[src/rtl/game_timer_ctrl.sv]
// rtl/game_timer_ctrl.sv - game FSM, difficulty select, BCD countdown and digit-scan select
// Optional pause input enabled by defining GAME_PAUSE_EN.
module game_timer_ctrl #(
  parameter int TICK_DIV = 1000000,
  parameter int SCAN_DIV = 1000
) (
  input  logic       clk,
  input  logic       rst_n,
  input  logic       sw5,
  input  logic       diff_btn,
  input  logic       start,
  input  logic       catch_evt,
`ifdef GAME_PAUSE_EN
  input  logic       pause,
`endif
  output logic [1:0] gameDifficulty,
  output logic [1:0] gameState,
  output logic [3:0] ones,
  output logic [3:0] tens,
  output logic       count_2
);

  localparam int TW = (TICK_DIV > 1) ? $clog2(TICK_DIV) : 1;
  localparam int SW = (SCAN_DIV > 1) ? $clog2(SCAN_DIV) : 1;

  typedef enum logic [1:0] {
    ST_FAIL    = 2'd0,
    ST_SUCCESS = 2'd1,
    ST_PLAYING = 2'd2,
    ST_IDLE    = 2'd3
  } state_t;

  state_t        state_q, state_nx;
  logic [1:0]    diff_nx;
  logic [3:0]    tens_nx, ones_nx;
  logic [TW-1:0] sec_cnt, sec_nx;
  logic [SW-1:0] scan_cnt, scan_nx;
  logic          c2_nx;
  logic          diff_q, start_q, catch_q;
  logic          diff_ev, start_ev, catch_ev;
  logic          run;

  assign diff_ev   = diff_btn & ~diff_q;
  assign start_ev  = start & ~start_q;
  assign catch_ev  = catch_evt & ~catch_q;
  assign gameState = state_q;

`ifdef GAME_PAUSE_EN
  assign run = ~pause;
`else
  assign run = 1'b1;
`endif

  // BCD preset {tens, ones} for each difficulty level
  function automatic logic [7:0] preset(input logic [1:0] d);
    case (d)
      2'd0:    preset = 8'h15;
      2'd1:    preset = 8'h13;
      2'd2:    preset = 8'h09;
      default: preset = 8'h07;
    endcase
  endfunction

  always_ff @(posedge clk or negedge rst_n) begin
    if (!rst_n) begin
      state_q        <= ST_IDLE;
      gameDifficulty <= 2'd0;
      tens           <= 4'd1;
      ones           <= 4'd5;
      sec_cnt        <= '0;
      scan_cnt       <= '0;
      count_2        <= 1'b0;
      diff_q         <= 1'b0;
      start_q        <= 1'b0;
      catch_q        <= 1'b0;
    end else begin
      state_q        <= state_nx;
      gameDifficulty <= diff_nx;
      tens           <= tens_nx;
      ones           <= ones_nx;
      sec_cnt        <= sec_nx;
      scan_cnt       <= scan_nx;
      count_2        <= c2_nx;
      diff_q         <= diff_btn;
      start_q        <= start;
      catch_q        <= catch_evt;
    end
  end

  always_comb begin
    state_nx = state_q;
    diff_nx  = gameDifficulty;
    tens_nx  = tens;
    ones_nx  = ones;
    sec_nx   = sec_cnt;
    scan_nx  = scan_cnt + SW'(1);
    c2_nx    = count_2;

    if (scan_cnt == SW'(SCAN_DIV - 1)) begin
      scan_nx = '0;
      c2_nx   = ~count_2;
    end

    case (state_q)
      ST_IDLE: begin
        {tens_nx, ones_nx} = preset(gameDifficulty);
        if (diff_ev && sw5) diff_nx = gameDifficulty + 2'd1;
        if (start_ev && !sw5) begin
          state_nx = ST_PLAYING;
          sec_nx   = '0;
        end
      end
      ST_PLAYING: begin
        // a catch beats a coincident tick, so the timer never moves on that edge
        if (catch_ev) begin
          state_nx = ST_SUCCESS;
        end else if (run) begin
          if (sec_cnt == TW'(TICK_DIV - 1)) begin
            sec_nx = '0;
            if (tens == 4'd0 && ones == 4'd1) begin
              ones_nx  = 4'd0;
              state_nx = ST_FAIL;
            end else if (ones != 4'd0) begin
              ones_nx = ones - 4'd1;
            end else begin
              ones_nx = 4'd9;
              tens_nx = tens - 4'd1;
            end
          end else begin
            sec_nx = sec_cnt + TW'(1);
          end
        end
      end
      default: begin
        if (start_ev) state_nx = ST_IDLE;
      end
    endcase
  end

endmodule
[config.mk]
export PLATFORM = sky130hd
export DESIGN_NAME = game_timer_ctrl
export DESIGN_NICKNAME = d
export VERILOG_FILES = /design/src/rtl/game_timer_ctrl.sv
export SDC_FILE = /design/constraint.sdc
export NUM_CORES = 1
export LEC_CHECK = 0
export CELL_PAD_IN_SITES_DETAIL_PLACEMENT = 1
export CELL_PAD_IN_SITES_GLOBAL_PLACEMENT = 2
export CORE_ASPECT_RATIO = 2
export CORE_MARGIN = 1
export CORE_UTILIZATION = 39
export CTS_BUF_LIST = sky130_fd_sc_hd__clkbuf_2
export DETAILED_ROUTE_END_ITERATION = 12
export PLACE_DENSITY = 0.8
export SKIP_CTS_REPAIR_TIMING = 1
export SLEW_MARGIN = 0
export SYNTH_ARGS = -nofsm -noshare
export SYNTH_HDL_FRONTEND = slang
export SYNTH_SLANG_ARGS = --single-unit
[constraint.sdc]
create_clock -name clk -period 1.9 [get_ports clk]
set_input_delay 0.19 -clock clk [delete_from_list [all_inputs] [get_ports clk]]
set_output_delay 0.19 -clock clk [all_outputs]
set_load 0.005 [all_outputs]
==> results of run 1 <==
[layer usage]
metal	routed length, um	global-route usage, %	vias to the layer above	share of wire [%]
met2	4490	44.6	22	61
met5	0	0	-	0
met3	94	3.28	12	1.3
met1	2550	21.5	1168	35
met4	182	7.56	0	2.5
li1	-	-	1107	-
[area by class of cell]
cell class              instances  share of cell area [%]
clock buffers                   5                   0.762
clock inverters                 3                   0.495
inverters                      12                    1.37
multi-input cells             211                    44.1
flip-flops and latches         46                    35.3
well taps                      88                    3.35
repair buffers                 57                    14.6
[final timing paths]
| check | from | end | slack [ns] |
|---|---|---|---|
| max in group asynchronous | rst_n | tens[0] | 1.39 |
| setup / recovery | sec_cnt[11] | sec_cnt[8] | 0.07 |
| min in group asynchronous | rst_n | gameDifficulty[0] | 0.18 |
| hold reg to reg | scan_cnt[0] | scan_cnt[0] | 0.47 |
| hold / removal | diff_btn | diff_q | 0.15 |
| setup reg to reg | sec_cnt[11] | sec_cnt[8] | 0.07 |
[power groups by stage]
stage	Combinational, uW	Sequential, uW	Clock, uW
6_report	1680	1260	425
5_1_grt	1860	1290	486
4_1_cts	1560	1280	441
3_5_place_dp	1550	1290	0
3_3_place_gp	1520	1290	0
2_1_floorplan	852	1260	0
[sequential cells by signal, summed over array words and instances (netlist names)]
| name | cells |
|---|---|
| count_2 | 1 |
| scan_cnt | 10 |
| gameState | 2 |
| diff_q | 1 |
| ones | 4 |
| start_q | 1 |
| gameDifficulty | 2 |
| catch_q | 1 |
| tens | 4 |
| sec_cnt | 20 |
[Yosys cell counts, types with 2 or more instances]
master,n,area (um2)
nand2_2,2,12.5
xor2_1,10,87.6
and4_4,2,22.5
clkbuf_1,2,7.51
o211a_1,2,20.0
o21ai_0,17,85.1
nor4_1,2,12.5
ha_1,9,113
nor2b_1,2,12.5
mux2i_1,2,20.0
xnor2_1,4,35.0
nand2_1,28,105
nand3_1,13,65.1
o21ai_1,3,15.0
nand4_1,9,56.3
nor3_1,8,40.0
a22o_1,6,52.6
o21bai_1,2,15.0
and3_1,5,31.3
dfrtp_1,41,1030
dfstp_2,5,131
nor2_1,32,120
buf_2,3,15.0
inv_1,12,45.0
nand2b_1,2,12.5
a31oi_1,7,43.8
nand4_4,2,42.5
a21oi_1,7,35.0
and2_1,3,18.8
a21o_1,2,15.0
o31ai_1,4,30.0
[per-stage QoR]
stage	utilization, %	hold WS [ns]
global placement	47.4	0.191
finish	50.0	0.151
global route	50.0	0.133
detailed placement	47.4	0.198
floorplan	-	-0.106
CTS	48.0	-0.348
[logic make-up (layout without fill, tap and decap cells)]
logic type / Yosys count / in the layout / share of synthesized area (%)
AO/OA/AOI/OAI: 62 / 62 / 16.6
AND/OR/NAND/NOR: 123 / 123 / 26.4
buffers and inverters: 19 / 77 / 3.26
flip-flops: 46 / 46 / 43.7
adder cells (fa/ha/maj): 9 / 9 / 4.25
multiplexers: 3 / 3 / 1.18
XOR/XNOR: 14 / 14 / 4.62
==> results.yml, run 1 <==
sta:
  tns_ns: 0
  hold_viol_final: 0
  slew_viol_final: 0
  setup_viol: 0
  grt_setup_unrepaired: "true"
  tightest_slew_ns: 0.494
  finClkSkew_ns: 0.0524
  max_freq_mhz: 547
  period_minus_slack_ns: 1.83
  finalCritPeriodShare_pct: 96.2
  max_slew_margin_pct: 66.8
  worst_slack_ns: 0.0724
grt:
  globalRoute.totalOverflow: 0
  antenna_found_initial: 0
  grt_pass1_vias: 2378
  grt_max_degree: 47
  grt_pass1_wl_mm: 11.8
  grt_use_total_pct: 22.6
placed_design:
  pre_cts_ws_ns: -0.0862
  place_area_mm2: 0.00311
  dp_hpwl_mm: 5.70
  place.gp.congestion: 0.812
  dp.cells: 402
  port_buffers: 18
cells_and_area:
  fill_cells: 786
  final-seq-area_mm2: 0.00116
  postLayoutCellArea_mm2: 0.00328
  fin_nets: 348
  drive_gt1_share_pct: 21.9
  fin_cells: 422
  multiInputGateArea_mm2: 0.00145
  final_common_cell: "dfrtp_1"
  final_cell_mix: "dfrtp_1 (39), buf_4 (36), nor2_1 (32)"
  insertedDiodeCount: 0
  synthToLayoutAreaGrowth_pct: 23.9
synth:
  postSynthAreaPerCell_um2: 9.61
  syn-num-nets: 291
  netlist_instances: 276
  yosys_warnings: 0
  synth_area_mm2: 0.00265
  async_reset_ff_share_pct: 100
  synth_ff_type: "dfrtp_1"
  synth_edf_count: 0
  synth_cell_types: 59
  seq_area_frac_synth_pct: 43.7
  synth-seq-cells: 46
routing:
  vias: 2309
  firstDrtPassIters: 4
  drc: 0
  wl_per_cell_um: 17.3
  drt_iter0_drc: 75
  routed_wl_mm: 7.31
  drt-vias-per-instance: 5.47
  ant_nets: 0
critical_path:
  crit_chain: "nor4_4 > nand4_4 > o21ai_4 > nor2_4 > a22o_1"
  r2r_cells: 5
  worstPathBufferInverterCount: 0
  cp-start-kind: "flop"
  worstPathMaxFanout: 7
  critical_path_class: "reg -> reg"
  cp_num_cells: 5
  crit_required_ns: 2.23
  slowest_stage: "dfrtp_2"
  critical-path-top-delay-family: "simple AND/OR/NAND/NOR gates"
  critical_path.endpoint_type: "flop"
  cp.arrival_ns: 2.16
  slowest_delay_ns: 0.50
clock_network:
  htree_levels: 2
  clk_path_buf_depth: 2
  clock_sinks: 46
  cts_buffers: 5
  path_clk_slew_ns: 0.28
  insertion_delay_ns: 0.46
  cts_tree: "built"
  cts_root_buf: "clkbuf_2"
power_and_ir_drop:
  total_power_uw: 3370
  power_frac_seq_pct: 37.4
  peakVddDrop_mv: 0.570
  combPwrFrac_pct: 50.0
  power.internal_uw: 1980
  p_leak_uw: 0.00143
  power_density_mw_per_mm2: 1030
  clockPowerShare_pct: 12.6
  swShare_pct: 41.1
  p_switching_uw: 1390
status:
  outcome: "finished, final reports clean"
flow_run:
  drv_cap: 0
hold_path:
  hp-class: "in -> reg"
  whs_path_depth: 1
die:
  start_util_pct: 40.4
  die_h_um: 119
  core.rowCount: 42
  dieArea_mm2: 0.00715
  ios: 19
  die_width_um: 60.3
  core_mm2: 0.00657
Note: power is estimated with default switching activity, not from simulation.
==> inputs of run 2 (changes only) <==
Settings changed: CORE_MARGIN 1 to 10.
==> results.yml, run 2 (synthesized netlist as in run 1, its figures left out) <==
status:
  outcome: "finished, final reports clean"
power_and_ir_drop:
  swShare_pct: 41.5
  power_frac_seq_pct: 37.5
  clockPowerShare_pct: 12.0
  p_leak_uw: 0.00145
  p_switching_uw: 1400
  peakVddDrop_mv: 0.526
  combPwrFrac_pct: 50.6
  total_power_uw: 3370
  power.internal_uw: 1970
  power_density_mw_per_mm2: 1010
critical_path:
  cp.arrival_ns: 2.16
  rr_endpoint: "sec_cnt[5]"
  r2r_cells: 5
  critical_path.endpoint_type: "flop"
  critPathCapture: "sec_cnt[5]"
  crit_start: "sec_cnt[7]"
  worstPathMaxFanout: 7
  cp-start-kind: "flop"
  crit_required_ns: 2.25
  critical_path_class: "reg -> reg"
  ff2ff_setup_slack_ns: 0.09
  reg2reg_from: "sec_cnt[7]"
clock_network:
  cts_buffers: 5
  cts_root_buf: "clkbuf_2"
  clock_sinks: 46
  cts_tree: "built"
  insertion_delay_ns: 0.45
  htree_levels: 2
  clk_path_buf_depth: 2
  path_clk_slew_ns: 0.23
routing:
  routed_wl_mm: 7.81
  drt_iter0_drc: 72
  drt-vias-per-instance: 5.49
  firstDrtPassIters: 4
  ant_nets: 0
  vias: 2351
  drc: 0
  wl_per_cell_um: 18.2
grt:
  grt_pass1_vias: 2593
  grt_max_degree: 25
  globalRoute.totalOverflow: 0
  grt_use_total_pct: 15.2
  grt_pass1_wl_mm: 12.7
  antenna_found_initial: 1
cells_and_area:
  final-seq-area_mm2: 0.00116
  final_common_cell: "buf_4"
  top_register: "sec_cnt"
  final_cell_mix: "buf_4 (42), dfrtp_1 (39), nor2_1 (32)"
  largest_reg_flops: 20
  drive_gt1_share_pct: 22.7
  synthToLayoutAreaGrowth_pct: 25.7
  fill_cells: 795
  multiInputGateArea_mm2: 0.00146
  fin_nets: 353
  utilization_pct: 50.3
  postLayoutCellArea_mm2: 0.00333
  largestRegisters: "sec_cnt: 20 flops, scan_cnt: 10 flops"
placed_design:
  port_buffers: 18
  place.gp.congestion: 0.825
  dp_hpwl_mm: 6.22
  place_area_mm2: 0.00316
hold_path:
  hp-class: "in -> reg"
die:
  dieArea_mm2: 0.0107
  die_width_um: 78.3
  die_h_um: 137
  start_util_pct: 40.0
  ios: 19
  core_mm2: 0.00662
  core.rowCount: 42
sta:
  slew_viol_final: 0
  period_minus_slack_ns: 1.81
  finClkSkew_ns: 0.0205
  tightest_slew_ns: 0.577
  grt_setup_unrepaired: "true"
  tns_ns: 0
  finalCritPeriodShare_pct: 95.4
  max_freq_mhz: 552
  max_slew_margin_pct: 61.5
  hold_viol_final: 0
  setup_viol: 0
flow_run:
  drv_cap: 0
[run 2: power groups by stage]
stage	clock network (uW)	registers (uW)	logic [uW]
after global routing	464	1290	1870
after detailed placement	0	1280	1620
after global placement	0	1280	1590
after CTS	425	1260	1630
after floorplan	0	1260	852
final	403	1260	1700
[run 2: how the worst min path moves through the flow]
stage,startpoint,endpoint,slack (ns),cells after the start
after floorplan,rst_n,catch_q,-0.11,0
after CTS,rst_n,gameDifficulty[1],-0.33,1
after global routing,diff_btn,diff_q,0.14,1
after detailed placement,rst_n,gameDifficulty[1],0.22,1
final,diff_btn,diff_q,0.18,1
after global placement,rst_n,gameDifficulty[0],0.22,1
[run 2: worst max-delay path: stages (launching register included)]
cell and delay [ns]:
dfrtp_1 0.46, and4bb_1 0.36, nand4_4 0.20, o21ai_4 0.33
o21ai_0 0.17, a22o_1 0.21
[run 2: cell type report]
cell class              instances  share of cell area [%]
clock inverters                 3                   0.338
flip-flops and latches         46                    34.8
inverters                      12                    1.35
multi-input cells             211                    43.7
diodes                          1                  0.0751
clock buffers                   5                   0.751
well taps                      88                    3.30
repair buffers                 62                    15.7
[run 2: stage by stage]
stage / setup slack, ns / cells / hold WS (ns)
after floorplan: 0.203 / 276 / -0.106
after global placement: -0.0206 / 409 / 0.222
after detailed placement: -0.123 / 409 / 0.221
after CTS: -0.128 / 417 / -0.327
after global routing: -0.0145 / 428 / 0.136
final: 0.0874 / 428 / 0.181
[run 2: per-layer routing]
metal | track usage (%) | vias up | routed length, um
met5 | 0 | - | 0
met4 | 10.1 | 0 | 401
met3 | 2.56 | 21 | 127
met2 | 31.2 | 29 | 4710
met1 | 12.4 | 1186 | 2570
li1 | - | 1115 | -
